$ cat src/rtl/ctrl_pkt_gen_pkg.sv
// Menshen control-packet generator: shared types, offsets, helpers.
// Byte offsets are wire byte indices within beat 0.
package menshen_ctrl_pkg;

    localparam int AXIS_DW    = 512;
    localparam int AXIS_UW    = 128;
    localparam int BEAT_BYTES = 64;

    localparam int ETH_DST_OFF   = 0;
    localparam int ETH_SRC_OFF   = 6;
    localparam int VLAN_TPID_OFF = 12;
    localparam int VLAN_TCI_OFF  = 14;
    localparam int ETH_TYPE_OFF  = 16;

    localparam int IP_OFF        = 18;
    localparam int IP_VER_OFF    = IP_OFF + 0;
    localparam int IP_LEN_OFF    = IP_OFF + 2;
    localparam int IP_TTL_OFF    = IP_OFF + 8;
    localparam int IP_PROTO_OFF  = IP_OFF + 9;
    localparam int IP_CSUM_OFF   = IP_OFF + 10;
    localparam int IP_SRC_OFF    = IP_OFF + 12;
    localparam int IP_DST_OFF    = IP_OFF + 16;

    localparam int UDP_OFF       = 38;
    localparam int UDP_SPORT_OFF = UDP_OFF + 0;
    localparam int UDP_DPORT_OFF = UDP_OFF + 2;
    localparam int UDP_LEN_OFF   = UDP_OFF + 4;

    localparam int CTRL_RES_OFF  = 46;
    localparam int CTRL_MOD_OFF  = 47;
    localparam int CTRL_IDX_OFF  = 48;
    localparam int PAYLOAD_OFF   = 64;

    localparam logic [15:0] ETHTYPE_VLAN   = 16'h8100;
    localparam logic [15:0] ETHTYPE_IPV4   = 16'h0800;
    localparam logic [15:0] CTRL_UDP_SPORT = 16'h04D2;
    localparam logic [15:0] CTRL_UDP_DPORT = 16'hF1F2;
    localparam logic [7:0]  IP_VER_IHL     = 8'h45;
    localparam logic [7:0]  IP_TTL         = 8'h40;
    localparam logic [7:0]  IP_PROTO_UDP   = 8'h11;

    // IPv4(20) + UDP(8) + ctrl(18) bytes precede the payload in the IP datagram.
    localparam logic [15:0] IP_LEN_BASE  = 16'd46;
    localparam logic [15:0] UDP_LEN_BASE = 16'd26;

    typedef struct packed {
        logic [7:0]  module_id;
        logic [7:0]  resource_id;
        logic [31:0] index;
        logic [15:0] len;
    } ctrl_cmd_t;

    typedef enum logic [1:0] {
        ST_IDLE,
        ST_CSUM,
        ST_HDR,
        ST_PAY
    } gen_state_e;

    // Place a network-order field so its MSB lands on the lowest byte.
    function automatic logic [15:0] be16(input logic [15:0] v);
        return {v[7:0], v[15:8]};
    endfunction

    function automatic logic [31:0] be32(input logic [31:0] v);
        return {v[7:0], v[15:8], v[23:16], v[31:24]};
    endfunction

    function automatic logic [63:0] tail_keep(input logic [5:0] r);
        if (r == 6'd0) return '1;
        return (64'd1 << r) - 64'd1;
    endfunction

endpackage

$ cat src/rtl/ctrl_pkt_gen_if.sv
// AXI-Stream bundle for the control-packet generator output.
// master drives the beat, slave returns tready.
interface ctrl_pkt_gen_if
    import menshen_ctrl_pkg::*;
#(
    parameter int DW = AXIS_DW,
    parameter int UW = AXIS_UW
) ();

    logic [DW-1:0]   tdata;
    logic [DW/8-1:0] tkeep;
    logic [UW-1:0]   tuser;
    logic            tvalid;
    logic            tready;
    logic            tlast;

    modport master (
        output tdata, tkeep, tuser, tvalid, tlast,
        input  tready
    );

    modport slave (
        input  tdata, tkeep, tuser, tvalid, tlast,
        output tready
    );

endinterface

$ cat src/rtl/ctrl_pkt_ipv4_csum.sv
// IPv4 header checksum for config packets.
// Only total_len varies; all other header words are constants.
module ctrl_pkt_ipv4_csum
    import menshen_ctrl_pkg::*;
#(
    parameter logic [31:0] SRC_IP = 32'h6F6F6F6F,
    parameter logic [31:0] DST_IP = 32'hDEDEDEDE
) (
    input  logic [15:0] total_len,
    output logic [15:0] csum
);

    logic [19:0] sum;
    logic [16:0] fold1;
    logic [15:0] fold2;

    // One's-complement sum of the non-zero header words, folded twice.
    always_comb begin
        sum = 20'({IP_VER_IHL, 8'h00})
            + 20'(total_len)
            + 20'({IP_TTL, IP_PROTO_UDP})
            + 20'(SRC_IP[31:16])
            + 20'(SRC_IP[15:0])
            + 20'(DST_IP[31:16])
            + 20'(DST_IP[15:0]);
        fold1 = 17'(sum[15:0]) + 17'(sum[19:16]);
        fold2 = fold1[15:0] + 16'(fold1[16]);
        csum  = ~fold2;
    end

endmodule

$ cat src/rtl/ctrl_pkt_gen.sv
// Builds Menshen reconfiguration packets from single-cycle commands.
// Beat 0 carries all headers; payload follows from beat 1.
module ctrl_pkt_gen
    import menshen_ctrl_pkg::*;
#(
    parameter int          C_AXIS_DATA_WIDTH  = 512,
    parameter int          C_AXIS_TUSER_WIDTH = 128,
    parameter int          PAYLOAD_MAX_BYTES  = 128,
    parameter logic [15:0] VLAN_TCI           = 16'h000F,
    parameter logic [47:0] DST_MAC            = 48'h0B0A09080706,
    parameter logic [47:0] SRC_MAC            = 48'h050403020100,
    parameter logic [31:0] SRC_IP             = 32'h6F6F6F6F,
    parameter logic [31:0] DST_IP             = 32'hDEDEDEDE
) (
    input  logic                           clk,
    input  logic                           aresetn,
    input  logic                           cmd_valid,
    output logic                           cmd_ready,
    input  logic [7:0]                     cmd_module_id,
    input  logic [7:0]                     cmd_resource_id,
    input  logic [31:0]                    cmd_index,
    input  logic [15:0]                    cmd_len,
    input  logic [PAYLOAD_MAX_BYTES*8-1:0] cmd_payload,
    output logic                           cmd_len_err,
    ctrl_pkt_gen_if.master                 m_axis
);

    localparam int NB = PAYLOAD_MAX_BYTES / BEAT_BYTES;
    localparam int PW = (NB > 1) ? $clog2(NB) : 1;
    localparam int KW = C_AXIS_DATA_WIDTH / 8;

    gen_state_e state_q, state_d;
    ctrl_cmd_t  cmd_q;
    logic [PAYLOAD_MAX_BYTES*8-1:0] pay_q;
    logic [15:0] csum_q, csum_w;
    logic [15:0] ip_len, udp_len;
    logic [7:0]  cnt_q, nbeats_q;
    logic        len_err_q;
    logic        accept, len_bad, hs;
    logic        tvalid_w, tlast_w;
    logic [C_AXIS_DATA_WIDTH-1:0] hdr, tdata_w, pay_beat, byte_mask;
    logic [C_AXIS_DATA_WIDTH-1:0] pay_beats [NB];
    logic [KW-1:0] tkeep_w;
    logic [PW-1:0] pidx;

    assign accept  = cmd_valid & cmd_ready;
    assign len_bad = cmd_len > 16'(PAYLOAD_MAX_BYTES);
    assign hs      = tvalid_w & m_axis.tready;
    assign ip_len  = IP_LEN_BASE + cmd_q.len;
    assign udp_len = UDP_LEN_BASE + cmd_q.len;
    assign pidx    = PW'(cnt_q - 8'd1);

    ctrl_pkt_ipv4_csum #(
        .SRC_IP (SRC_IP),
        .DST_IP (DST_IP)
    ) u_csum (
        .total_len (ip_len),
        .csum      (csum_w)
    );

    // State register.
    always_ff @(posedge clk or negedge aresetn) begin
        if (!aresetn) state_q <= ST_IDLE;
        else          state_q <= state_d;
    end

    // Next state and handshake outputs.
    always_comb begin
        state_d   = state_q;
        cmd_ready = 1'b0;
        tvalid_w  = 1'b0;
        tlast_w   = 1'b0;
        unique case (state_q)
            ST_IDLE: begin
                cmd_ready = 1'b1;
                if (cmd_valid && !len_bad) state_d = ST_CSUM;
            end
            ST_CSUM: state_d = ST_HDR;
            ST_HDR: begin
                tvalid_w = 1'b1;
                tlast_w  = (cmd_q.len == 16'd0);
                if (m_axis.tready)
                    state_d = tlast_w ? ST_IDLE : ST_PAY;
            end
            ST_PAY: begin
                tvalid_w = 1'b1;
                tlast_w  = (cnt_q == nbeats_q);
                if (m_axis.tready && tlast_w) state_d = ST_IDLE;
            end
        endcase
    end

    // Command latch, checksum register, beat counter, error pulse.
    always_ff @(posedge clk or negedge aresetn) begin
        if (!aresetn) begin
            cmd_q     <= '0;
            pay_q     <= '0;
            csum_q    <= '0;
            cnt_q     <= '0;
            nbeats_q  <= '0;
            len_err_q <= 1'b0;
        end else begin
            len_err_q <= 1'b0;
            if (accept) begin
                if (len_bad) begin
                    len_err_q <= 1'b1;
                end else begin
                    cmd_q.module_id   <= cmd_module_id;
                    cmd_q.resource_id <= cmd_resource_id;
                    cmd_q.index       <= cmd_index;
                    cmd_q.len         <= cmd_len;
                    pay_q             <= cmd_payload;
                    nbeats_q <= 8'((cmd_len + 16'd63) >> 6);
                end
            end
            if (state_q == ST_CSUM) csum_q <= csum_w;
            if (hs) begin
                if (state_q == ST_HDR) cnt_q <= 8'd1;
                else                   cnt_q <= cnt_q + 8'd1;
            end
        end
    end

    // Beat 0 header image.
    always_comb begin
        hdr = '0;
        hdr[8*ETH_DST_OFF   +: 48] = DST_MAC;
        hdr[8*ETH_SRC_OFF   +: 48] = SRC_MAC;
        hdr[8*VLAN_TPID_OFF +: 16] = be16(ETHTYPE_VLAN);
        hdr[8*VLAN_TCI_OFF  +: 16] = be16(VLAN_TCI);
        hdr[8*ETH_TYPE_OFF  +: 16] = be16(ETHTYPE_IPV4);
        hdr[8*IP_VER_OFF    +: 8]  = IP_VER_IHL;
        hdr[8*IP_LEN_OFF    +: 16] = be16(ip_len);
        hdr[8*IP_TTL_OFF    +: 8]  = IP_TTL;
        hdr[8*IP_PROTO_OFF  +: 8]  = IP_PROTO_UDP;
        hdr[8*IP_CSUM_OFF   +: 16] = be16(csum_q);
        hdr[8*IP_SRC_OFF    +: 32] = be32(SRC_IP);
        hdr[8*IP_DST_OFF    +: 32] = be32(DST_IP);
        hdr[8*UDP_SPORT_OFF +: 16] = be16(CTRL_UDP_SPORT);
        hdr[8*UDP_DPORT_OFF +: 16] = be16(CTRL_UDP_DPORT);
        hdr[8*UDP_LEN_OFF   +: 16] = be16(udp_len);
        hdr[8*CTRL_RES_OFF  +: 8]  = cmd_q.resource_id;
        hdr[8*CTRL_MOD_OFF  +: 8]  = cmd_q.module_id;
        hdr[8*CTRL_IDX_OFF  +: 32] = cmd_q.index;
    end

    // Slice the latched payload into beats.
    always_comb begin
        for (int i = 0; i < NB; i++)
            pay_beats[i] = pay_q[i*C_AXIS_DATA_WIDTH +: C_AXIS_DATA_WIDTH];
    end

    // Beat data and keep; bytes past the payload end are forced to zero.
    always_comb begin
        tdata_w   = '0;
        tkeep_w   = '0;
        byte_mask = '0;
        pay_beat  = pay_beats[pidx];
        if (state_q == ST_HDR) begin
            tdata_w = hdr;
            tkeep_w = '1;
        end else if (state_q == ST_PAY) begin
            tkeep_w = tlast_w ? tail_keep(cmd_q.len[5:0]) : '1;
            for (int j = 0; j < KW; j++)
                byte_mask[8*j +: 8] = {8{tkeep_w[j]}};
            tdata_w = pay_beat & byte_mask;
        end
    end

    assign cmd_len_err   = len_err_q;
    assign m_axis.tdata  = tdata_w;
    assign m_axis.tkeep  = tkeep_w;
    assign m_axis.tuser  = {C_AXIS_TUSER_WIDTH{1'b0}};
    assign m_axis.tvalid = tvalid_w;
    assign m_axis.tlast  = tlast_w;

endmodule

$ cat src/flat_wrapper.sv
// flat-port wrapper written by rule: the top's interface ports become plain ports
module ctrl_pkt_gen_flat import menshen_ctrl_pkg::*;
#(
    parameter int          C_AXIS_DATA_WIDTH  = 512,
    parameter int          C_AXIS_TUSER_WIDTH = 128,
    parameter int          PAYLOAD_MAX_BYTES  = 128,
    parameter logic [15:0] VLAN_TCI           = 16'h000F,
    parameter logic [47:0] DST_MAC            = 48'h0B0A09080706,
    parameter logic [47:0] SRC_MAC            = 48'h050403020100,
    parameter logic [31:0] SRC_IP             = 32'h6F6F6F6F,
    parameter logic [31:0] DST_IP             = 32'hDEDEDEDE
)
  (clk, aresetn, cmd_valid, cmd_ready, cmd_module_id, cmd_resource_id, cmd_index, cmd_len, cmd_payload, cmd_len_err, m_axis_tdata, m_axis_tkeep, m_axis_tuser, m_axis_tvalid, m_axis_tlast, m_axis_tready);
  ctrl_pkt_gen_if m_axis_i ();
  input  logic clk;
  input  logic aresetn;
  input  logic cmd_valid;
  output logic cmd_ready;
  input  logic [7:0] cmd_module_id;
  input  logic [7:0] cmd_resource_id;
  input  logic [31:0] cmd_index;
  input  logic [15:0] cmd_len;
  input  logic [PAYLOAD_MAX_BYTES*8-1:0] cmd_payload;
  output logic cmd_len_err;
  output wire logic [$bits(m_axis_i.tdata)-1:0] m_axis_tdata;
  output wire logic [$bits(m_axis_i.tkeep)-1:0] m_axis_tkeep;
  output wire logic [$bits(m_axis_i.tuser)-1:0] m_axis_tuser;
  output wire logic [$bits(m_axis_i.tvalid)-1:0] m_axis_tvalid;
  output wire logic [$bits(m_axis_i.tlast)-1:0] m_axis_tlast;
  input wire logic [$bits(m_axis_i.tready)-1:0] m_axis_tready;
  assign m_axis_tdata = m_axis_i.tdata;
  assign m_axis_tkeep = m_axis_i.tkeep;
  assign m_axis_tuser = m_axis_i.tuser;
  assign m_axis_tvalid = m_axis_i.tvalid;
  assign m_axis_tlast = m_axis_i.tlast;
  assign m_axis_i.tready = m_axis_tready;
  ctrl_pkt_gen #(.C_AXIS_DATA_WIDTH(C_AXIS_DATA_WIDTH), .C_AXIS_TUSER_WIDTH(C_AXIS_TUSER_WIDTH), .PAYLOAD_MAX_BYTES(PAYLOAD_MAX_BYTES), .VLAN_TCI(VLAN_TCI), .DST_MAC(DST_MAC), .SRC_MAC(SRC_MAC), .SRC_IP(SRC_IP), .DST_IP(DST_IP)) u_core (.clk(clk), .aresetn(aresetn), .cmd_valid(cmd_valid), .cmd_ready(cmd_ready), .cmd_module_id(cmd_module_id), .cmd_resource_id(cmd_resource_id), .cmd_index(cmd_index), .cmd_len(cmd_len), .cmd_payload(cmd_payload), .cmd_len_err(cmd_len_err), .m_axis(m_axis_i));
endmodule
$ cat config.mk
export PLATFORM = sky130hd
export DESIGN_NAME = ctrl_pkt_gen_flat
export DESIGN_NICKNAME = d
export VERILOG_FILES = /design/src/rtl/ctrl_pkt_gen_pkg.sv /design/src/rtl/ctrl_pkt_gen_if.sv /design/src/rtl/ctrl_pkt_ipv4_csum.sv /design/src/rtl/ctrl_pkt_gen.sv /design/src/flat_wrapper.sv
export SDC_FILE = /design/constraint.sdc
export NUM_CORES = 2
export LEC_CHECK = 0
export BUFFER_PORTS_ARGS = -buffer_cell sky130_fd_sc_hd__buf_4
export CAP_MARGIN = 30
export CORE_AREA = 2 2 704 706
export CTS_CLUSTER_DIAMETER = 80
export DETAILED_ROUTE_END_ITERATION = 10
export DIE_AREA = 0 0 706 708
export PLACE_DENSITY = 0.3
export SKIP_CTS_REPAIR_TIMING = 1
export SYNTH_ARGS = -nofsm -noshare
export SYNTH_HDL_FRONTEND = slang
export SYNTH_HIERARCHICAL = 1
export SYNTH_SLANG_ARGS = --single-unit
$ cat constraint.sdc
create_clock -name clk -period 5.59 [get_ports clk]
set_clock_uncertainty 0.05 [all_clocks]
set_input_delay 0.559 -clock clk [delete_from_list [all_inputs] [get_ports clk]]
set_output_delay 0.559 -clock clk [all_outputs]
set_load 0.01 [all_outputs]
==> results.txt <==
----------------------------------------------------
[Global routing]
  Met3 Use GR ... approximately 5%
  Antenna violations before repair ... 206
  Met2 GRT Util ... around a quarter
  Wire length of the first global-routing pass ... 502600 µm
  Final global-route overflow total ... 0
  Pin count of the biggest net entering global routing ... around 140
  Global routing's busiest layer ... met2
  Overall global routing resource usage ... between 15 and 20%
  Number of global-route vias before repair ... 47.34k
  Met1 GRT Util ... between 10% and 20%

[Clock network]
  TritonCTS sink count ... about 1.1k
  Clk_lat worst skew ... around 0.87 ns
  Clock tree from TritonCTS ... yes
  Number of buffers created by CTS ... 169
  Number of buffers on the longest clock path ... 4
  Clock transition at the register clock pins on the worst setup and hold paths after CTS ... around 0.050 ns
  Depth of the CTS H-tree ... 4
  Master cell of the clock root buffer ... clkbuf_16

[Setup path]
  Path type of the worst setup path ... reg2out
  Crit path buffers/inverters ... 2
  Slowest cell on crit path ... and3_2
  Peak fanout along the critical path ... 39
  Kind of start point of the critical path ... flip-flop
  Stage delay of the slowest cell on the critical path ... between 0.5 and 0.6 ns
  Crit-path leading delay family ... simple AND/OR/NAND/NOR gates
  Critical Path Sink Type ... output port
  Data arrival at the endpoint of the critical path ... around 4.8 ns
  Critical path required time ... between 4 and 5 ns
  List of cells traversed by the critical path ... buf_4 -> or3_1 -> nor2_1 -> nand2_1 -> ha_2 -> or4_1 -> o21ai_0 -> nand3_1 -> and3_2 -> nor3_1 -> buf_4
  Cell mode on critical path ... buf_4

[STA]
  Slew HR ... between 20 and 25%
  Final hold slack ... approximately 0.27 ns
  Total setup violations reported at the end of the flow ... 0
  Minimum period implied by the final worst setup slack ... about 5.4 ns
  Share of the clock period used by the worst path after layout ... a little over nine tenths
  Highest Clock Rate ... ~190 MHz
  Setup TNS ... 0 ns
  Final Hold Fails ... 0
  Unrepaired setup endpoints after global routing ... false
  Final worst-path setup slack ... about 0.23 ns
  Total count of max-transition violations in the final report ... 0
  Worst-margin pin slew ... around 1.2 ns

[Detailed routing]
  DR WL/cell ... around 28 µm
  Routed Wire Length ... 398700 µm
  Drt first pass iters ... 5
  Ratio of routed vias to standard cells ... about 3.5
  Number of remaining DRC errors ... 0
  Vias ... slightly below 50k
  Remaining antenna violation count after routing ... 0
  Starting DRC count in detailed routing ... around 2.6k

[Layout]
  Final Instance Count excl. Fillers ... about 14k
  Net total in the final layout ... 8406
  Layout area overhead ... 67.24%
  Count of fill cells added during filler insertion ... ~54k
  Share of cells above drive strength 1 ... 36.52%
  Area occupied by multi-input gates ... approximately 26000 µm²
  Most common library cell in the layout ignoring fill and taps ... buf_4
  Sequential cell area in the final layout ... roughly 28000 µm²
  Highest-count cells in the layout ignoring fill and taps ... buf_4 (1905), dfrtp_1 (1115), dlygate4sd3_1 (1085)

[Place]
  Gpl congestion ... ~0.85
  Worst Setup Slack post-DPL ... about 0.35 ns
  Detailed-placement wirelength estimate ... approximately 330000 µm
  # port buffers ... between 1.5k and 2k
  Number of placed cells counting well taps ... 12.54k

[Synthesis]
  Synthesis-stage register bit count ... approximately 1.1k
  Total number of yosys warnings ... 6
  Synth area leaders ... dfrtp_1 (50%), mux2_1 (15%), mux2i_1 (8.1%)
  Fraction of synthesized cell area taken by the top area cell type ... around 50%
  Cell taking the most area after synthesis ... dfrtp_1
  Mean post-synth cell area ... around 13 µm²
  Sequential area share after synthesis ... between 50% and 60%
  Summed instance area of the synthesized netlist ... between 50000 and 60000 µm²
  Commonest register cell after synthesis ... dfrtp_1
  Unique cell type count in the Yosys netlist ... 90
  Post-synthesis instance total ... roughly 4.4k
  EDFF count, synth ... 0
  Share of flip-flops with an asynchronous set or reset ... 100.0%

[Pwr]
  Worst vdd ir ... between 0.0003 and 0.0004 V
  Static Leakage ... about 46 nW
  Power density over cell area ... about 310 nW/µm²

[Die]
  Chip height ... between 700 and 800 µm
  Horizontal die dimension ... 706 µm
  Number of top-level pins ... around 1.8k
  Count of standard-cell rows ... about 260
  Standard cell core area ... 492300 µm²
  Area of the die ... between 400000 and 500000 µm²
  Effective utilization at floorplan ... between 10% and 20%

[Worst hold path]
  Tightest Hold Check Type ... in2async

[Run status]
  Run status ... complete, no violations

[Job]
  Reported max-cap violation count ... 0

----------------------------------------------------
through the flow:
stage | cell area (µm²) | utilization (%) | power [mW]
floorplan | 56350 | - | 11.92
global placement | 76410 | 15.52 | 18.20
detailed placement | 76770 | 15.59 | 18.31
CTS | 82250 | 16.71 | 29.50
global route | 93360 | 18.97 | 30.77
finish | 93440 | 18.98 | 29.28
flip-flops by register name, summed over array words and instances, names as in the netlist:
signal and flops:
u_core/pay_q 1024, u_core/state_q 2, u_core/csum_q 16, u_core/cmd_q 64, u_core/cmd_len_err 1, u_core/cnt_q 8
u_core/nbeats_q 8
kinds of logic after synthesis:
family / share of synthesized area, %
compound gates: 5.449
xor+xnor: 1.191
fa+ha+maj: 0.2598
buf+inv: 5.200
flops: 50.30
mux: 31.42
other cells: 0.006712
simple gates: 6.177
synthesized netlist by cell type, drive strengths merged (24+ instances only):
cell	n
nand2	123
o31ai	58
o21ai	89
mux2i	453
buf	290
mux2	1156
xor2	37
a21oi	66
nor2	273
xnor2	39
nor2b	39
a32o	24
nand3	36
a211oi	50
clkbuf	155
nor3	117
and3	32
dfrtp	1123
worst register-to-register path: cells and delay by family, from the launching register on:
family	cells	cell delay [ns]
AND/OR/NAND/NOR	10	1.64
AO/OA/AOI/OAI	5	1.22
adder cells (fa/ha/maj)	3	0.84
buffers and inverters	4	0.49
flip-flops	1	0.43
multiplexers	1	0.28
XOR/XNOR	1	0.18
area by class of cell:
class,count,share of cell area [%]
tap,6500,8.704
timing repair buffer,3021,27.56
multi-input combinational,2972,27.48
inverter,16,0.07633
clock buffer,241,5.214
sequential,1123,30.09
clock inverter,55,0.6468
antenna,85,0.2276
layer usage:
metal	share of wire (%)	wire length, µm
met4	2.2	8922
met3	7.3	28930
met5	0.11	448
met2	47	188000
met1	43	172300
worst paths after layout:
kind                                   startpoint                end  slack [ns]  depth (start not counted)
worst max-delay path              u_core/cmd_q[3]   m_axis_tdata[84]        0.23                         11
worst min-delay path                      aresetn  u_core/pay_q[104]        0.27                          2
worst max register to register    u_core/cmd_q[2]  u_core/csum_q[12]        0.35                         24
worst min register to register  u_core/pay_q[565]  u_core/pay_q[565]        0.43                          1
max in group asynchronous                 aresetn   u_core/pay_q[22]        3.33                          4
min in group clk                      cmd_len[14]   u_core/cmd_q[12]        0.34                          6
power by group:
part / internal [mW] / switching, mW
clock: 6.32 / 4.49
combinational: 3.52 / 6.56
sequential: 8.23 / 0.158
(Power assumes the default switching activity.)
